<file path="config.mk">
export PLATFORM = sky130hd
export DESIGN_NAME = pc_unit
export DESIGN_NICKNAME = d
export VERILOG_FILES = /design/src/rtl/pc_unit.sv
export SDC_FILE = /design/constraint.sdc
export NUM_CORES = 1
export LEC_CHECK = 0
export CAP_MARGIN = 20
export CORE_ASPECT_RATIO = 0.7
export CORE_MARGIN = 2
export CORE_UTILIZATION = 27
export DETAILED_ROUTE_END_ITERATION = 6
export PLACE_DENSITY_LB_ADDON = 0.08
export SLEW_MARGIN = 20
export SYNTH_ARGS = -nofsm -noshare
export SYNTH_HDL_FRONTEND = slang
export SYNTH_SLANG_ARGS = --single-unit
</file>
<file path="constraint.sdc">
create_clock -name clk -period 3.1 [get_ports clk]
set_input_delay 0.93 -clock clk [delete_from_list [all_inputs] [get_ports clk]]
set_output_delay 0.93 -clock clk [all_outputs]
set_load 0.05 [all_outputs]
</file>
<file path="src/rtl/pc_unit.sv">
// rtl/pc_unit.sv - program counter with boot/run/trap sequencing and retire counter
// Misaligned targets are never loaded; they latch into trap_pc and park the unit until reset.
module pc_unit #(
   parameter logic [31:0] RESET_PC = 32'h0000_0000
) (
   input  logic        clk,
   input  logic        rst,
   input  logic [1:0]  pcsrc,
   input  logic [31:0] imm,
   input  logic [31:0] alu_result,
   input  logic        stall,
   output logic [31:0] pc,
   output logic [31:0] pc_plus4,
   output logic        valid,
   output logic [63:0] instret,
   output logic        trap,
   output logic [31:0] trap_pc
);

   typedef enum logic [1:0] {
      BOOT = 2'd0,
      RUN  = 2'd1,
      TRAP = 2'd2
   } state_t;

   state_t      state_q, state_d;
   logic [31:0] pc_q, pc_d;
   logic [31:0] trap_pc_q, trap_pc_d;
   logic [63:0] instret_q, instret_d;
   logic        trap_q, trap_d;
   logic        retire;
   logic [31:0] target;

   assign pc_plus4 = pc_q + 32'd4;
   assign pc       = pc_q;
   assign instret  = instret_q;
   assign trap     = trap_q;
   assign trap_pc  = trap_pc_q;
   assign valid    = retire & ~rst;

   always_comb begin
      target = pc_q;
      case (pcsrc)
         2'b00:   target = pc_plus4;
         2'b01:   target = alu_result & ~32'd1;
         2'b10:   target = pc_q + imm;
         default: target = pc_q;
      endcase
   end

   always_comb begin
      state_d   = state_q;
      pc_d      = pc_q;
      trap_pc_d = trap_pc_q;
      instret_d = instret_q;
      trap_d    = trap_q;
      retire    = 1'b0;
      case (state_q)
         BOOT: state_d = RUN;
         RUN: begin
            retire = ~stall;
            if (retire) begin
               // The trapping instruction itself still counts as retired.
               instret_d = instret_q + 64'd1;
               if (target[1:0] != 2'b00) begin
                  trap_d    = 1'b1;
                  trap_pc_d = target;
                  state_d   = TRAP;
               end else begin
                  pc_d = target;
               end
            end
         end
         TRAP:    state_d = TRAP;
         default: state_d = BOOT;
      endcase
   end

   always_ff @(posedge clk) begin
      if (rst) begin
         state_q   <= BOOT;
         pc_q      <= RESET_PC;
         trap_pc_q <= 32'd0;
         instret_q <= 64'd0;
         trap_q    <= 1'b0;
      end else begin
         state_q   <= state_d;
         pc_q      <= pc_d;
         trap_pc_q <= trap_pc_d;
         instret_q <= instret_d;
         trap_q    <= trap_d;
      end
   end

endmodule

</file>
# Word level (Yosys, flattened, before mapping)
# Cells that the tools add are included.
# classes
addsub	3
n_eq_ne	6
muxes	5
bitwise_logic	4
n_reduce_logical	7
# op_table
operator	n
$pmux 32 s3	1
$add 64x1->64 const B	1
$add 32x3->32 const B	1
$add 32x32->32	1
$pmux 2 s3	1
$reduce_and 3->1	2
$eq 2x1->1 const B	2
$eq 2x2->1 const B	2
$logic_not 2->1	2
$mux 2	2
$ne 2x2->1 const B	2
$reduce_and 2->1	2
$not 1->1	3
$reduce_bool 2->1	1
$and 1x1->1	1
$mux 1	1
# word_totals
regBits	131
input_bits	69
out_inout_bits	162
wordCells	30

# Longest topological paths before layout
# logic_depth
ltp_word	6
mapped_depth	12
ltp_nobuf	11

# Worst setup path after synthesis
# Ideal clock, no wire load.
# synth_timing
kind	register -> output
startpoint	register pc_q[3] (netlist: pc[3])
endpoint	output pc_plus4[24]
arrival_time_ns	2.835
t_required_ns	2.170
slack_ns	-0.665
path_stages_with_launch	8
path_buffers	1
path_cell_list	dfxtp_1 ha_1 nand3_2 or3_1 buf_6 nor2_1 nand3_1 xnor2_1
# synth_via
elab_chain_len	1
# synth_lines
item	line	text
start: declaration	27	logic [31:0] pc_q, pc_d;
start signal: assignment	88	pc_q <= pc_d;
$add 32x3->32	34	assign pc_plus4 = pc_q + 32'd4;
end: declaration	13	output logic [31:0] pc_plus4,
# No other way between the ends.

# Worst setup path after layout
# layout_timing
startpoint	register pc_q[9] (netlist: pc[9])
endpoint	output pc_plus4[31]
# The elaborated chain is that of the path after synthesis.

==> impl_metrics.toml <==
[status]
outcome = "finished, violations left"
violations = "negative setup slack"

[timing]
fin_ws_ns = -0.2523
period_minus_slack_ns = 3.352
relSlewSlack_pct = 33.47
setup_viol = 18
tightest_slew_ns = 0.9979
maxSlewViolCount = 0
rsz0062_at_grt = "true"
fmax_mhz = 298.3
finalClockSkew_ns = 0.01122
period_share_pct = 108.1
hold_viol = 0

[clocking]
cts.htree.levels = 4
clockRootBuffer = "clkbuf_16"
clk_latency_ns = 0.44
cts_tree = "built"
cts_sinks = 131
cts_buffers = 17
clock_path_buffers = 2
clk_pin_slew_ns = 0.06

[logic_synthesis]
syn_inst = 1109
synth_area_um2 = 8757
synth.distinct_cells = 89
ys_async_sr_fraction_pct = 0
yosys_most_used_dff = "dfxtp_1"
synth_area_leader_cell = "dfxtp_1"
syn_nets = 1214
yosysSeqAreaShare_pct = 29.95
synth-edff-count = 0
ys_top_cells_by_area = "dfxtp_1, nor2_1, xor2_1, ha_1, nand2_1"
ys_ff_latch = 131
yosys_warnings = 0
synth.avg_cell_area_um2 = 7.896
yosysTopAreaCellShare_pct = 29.95

[die]
io_pins = 231
dieWidth_um = 219.3
initial_utilization_pct = 27.25
die_h_um = 154.7
core_um2 = 32140
dieArea_um2 = 33910
num_rows = 55

[placement]
gp_congestion = 0.9212
hpwl_mm = 29.60
numPortBuffers = 229
post-place-cells = 1912

[drt]
routed_wl_mm = 38.54
drtAntennaViolNets = 0
via_per_inst = 5.027
avgRoutedWirePerCell_um = 19.28
vias = 10050
drt_iter0_markers = 775
dr.pass1.iters = 5
drc = 0

[global_routing]
grt-ovfl-total = 0
grt_start_max_net_pins = 91
grt_use_total_pct = 22.65
grt_pass1_vias = 9697
grt_pass1_wl_mm = 58.13
grt_antenna_before_repair = 0

[setup_path]
cp_max_fo = 4
crit_path_start_kind = "register"
required_ns = 2.17
critPathArrivalTime_ns = 2.42
cp-end-kind = "output pin"
crit_type = "register to output pin"
crit_family = "simple AND/OR/NAND/NOR gates"
cpMaxStageDelayCell = "or4_4"
worst-path-buf-inv = 1
cpPeakStageDelay_ns = 0.55
crit_chain = "nand4_4, or4_4, nor3_4, nand3_2, xnor2_4, buf_12"

[final_layout]
drive_gt1_share_pct = 32.38
n_fill_cell = 3161
finalNonFillerCells = 1999
syn2layout_area_growth_pct = 75.11
antenna_cells = 0
nets = 1666

[power]
p_comb_share_pct = 38.8
seqPwrFrac_pct = 28.4
p_leak_uw = 0.006181
finalPower_uw = 6595
internal_power_uw = 4219
cellPowerDensity_nw_per_um2 = 430.0
p_sw_share_pct = 36.02
clkPwrFrac_pct = 32.8
switchingPower_uw = 2375
vdd_drop_max_uv = 307.4

[run]
maxCapViolations = 0

[min_path]
hp-class = "register to register"
## worst register-to-register path, cell delays in order (launching register included)
cell and delay (ns):
dfxtp_4 0.39, nand4_4 0.14, buf_4 0.17, buf_4 0.12, buf_4 0.13, nor3_2 0.11, buf_4 0.16, nand4_1 0.17
buf_4 0.19, buf_4 0.12, buf_4 0.12, buf_4 0.12, buf_4 0.12, buf_4 0.12, buf_4 0.12, buf_4 0.12
buf_4 0.14, a21oi_1 0.16, o221ai_2 0.14, o21ai_1 0.13
## through the flow
stage	hold WS (ns)	area, µm²	util (%)	TNS (ns)	worst slack, ns
floorplan	0.4633	8957	-	-0.01869	-0.01325
global placement	0.4484	13430	41.79	-33.94	-1.012
detailed placement	0.4492	13430	41.79	-36.11	-1.056
CTS	0.4570	14740	45.86	-2.701	-0.2478
global route	0.4692	15330	47.72	-3.526	-0.3044
finish	0.4565	15330	47.72	-1.851	-0.2523
## power groups by stage
stage               sequential, µW  combinational [µW]  clock [µW]
floorplan                     2170                 974           0
finish                        1880                2560        2160
CTS                           1870                2430        2210
global placement              1910                2310           0
detailed placement            1900                2310           0
global route                  1890                2720        2290
## final cells by class
type	instances	area (µm²)	area share, %
Sequential cell	131	2666	17.39
Timing Repair Buffer	501	4697	30.63
Multi-Input combinational cell	891	6760	44.08
Clock buffer	19	452.9	2.954
Tap cell	427	534.3	3.484
Clock inverter	11	152.6	0.9954
Inverter	19	71.32	0.4651
## cell usage after synthesis (5+ instances only)
| library cell | number |
|---|---|
| nor2b_1 | 9 |
| clkbuf_1 | 51 |
| nand2_1 | 106 |
| xnor2_1 | 40 |
| a211oi_1 | 16 |
| mux2i_1 | 20 |
| buf_4 | 5 |
| or3_1 | 15 |
| and3_1 | 18 |
| buf_1 | 5 |
| buf_2 | 6 |
| nand4_1 | 27 |
| o221ai_1 | 5 |
| nor3_1 | 22 |
| nand3_1 | 39 |
| o21ai_0 | 58 |
| ha_1 | 35 |
| a31oi_1 | 10 |
| and4_1 | 8 |
| o211ai_1 | 6 |
| o22ai_1 | 7 |
| dfxtp_1 | 131 |
| nand3b_1 | 23 |
| nand2b_1 | 10 |
| o21ai_1 | 5 |
| inv_1 | 18 |
| a21o_1 | 14 |
| and2_1 | 11 |
| o31ai_1 | 5 |
| a21oi_1 | 78 |
| nor2_1 | 147 |
| a22oi_1 | 7 |
| xor2_1 | 55 |
## final timing paths
path | from | endpoint | slack, ns | depth (start not counted)
hold reg to reg | trap_pc[0] | trap_pc[0] | 0.46 | 2
hold / removal | trap_pc[0] | trap_pc[0] | 0.46 | 2
setup / recovery | pc[9] | pc_plus4[31] | -0.25 | 6
setup reg to reg | pc[9] | pc[18] | 0.04 | 19
## per-layer routing
layer | routed length [µm] | track usage (%) | vias to the layer above | share of wire [%]
li1 | - | - | 4894 | -
met5 | 0 | 0 | - | 0
met2 | 16140 | 32.76 | 341 | 42
met1 | 19110 | 33.66 | 4774 | 50
met3 | 2622 | 4.798 | 40 | 6.8
met4 | 662 | 5.888 | 0 | 1.7
## state kept, by name, summed over array words and instances (netlist names)
signal and cells:
instret 64, trap_pc 32, state_q 2, trap 1, pc 32
## cell families after synthesis
family | Yosys count | synth area share [%]
buffers and inverters | 87 | 4.115
DFF | 131 | 29.95
and+or+nand+nor | 464 | 26.99
muxes | 28 | 3.729
AOI/OAI and AO/OA | 264 | 19.75
adders and majority gates | 36 | 5.229
xor gates and xnor gates | 99 | 10.24
## layout by cell type (no fill, tap or decap), drive strengths merged, types with 9 or more instances in the layout
cell	n
a21o	14
buf	301
dfxtp	131
a31oi	10
clkdlybuf4s50	183
or3	15
and3	19
inv	21
o21ai	64
ha	35
clkbuf	23
a21oi	78
mux2i	21
a211oi	17
xnor2	42
nand4	30
nor3	25
nand2b	10
xor2	57
nand3b	23
nand3	40
and4	9
nor2	148
nand2	106
and2	12
nor2b	9
## timing repair
action / 4_1_cts / 5_1_grt
setup endpoints to repair: 68 / 57
buffers inserted: 32 / 28
pin swaps: 41 / 40
resized for setup: 98 / 89
hold buffers: 0 / 0
Power figures use the tool's default switching activity.
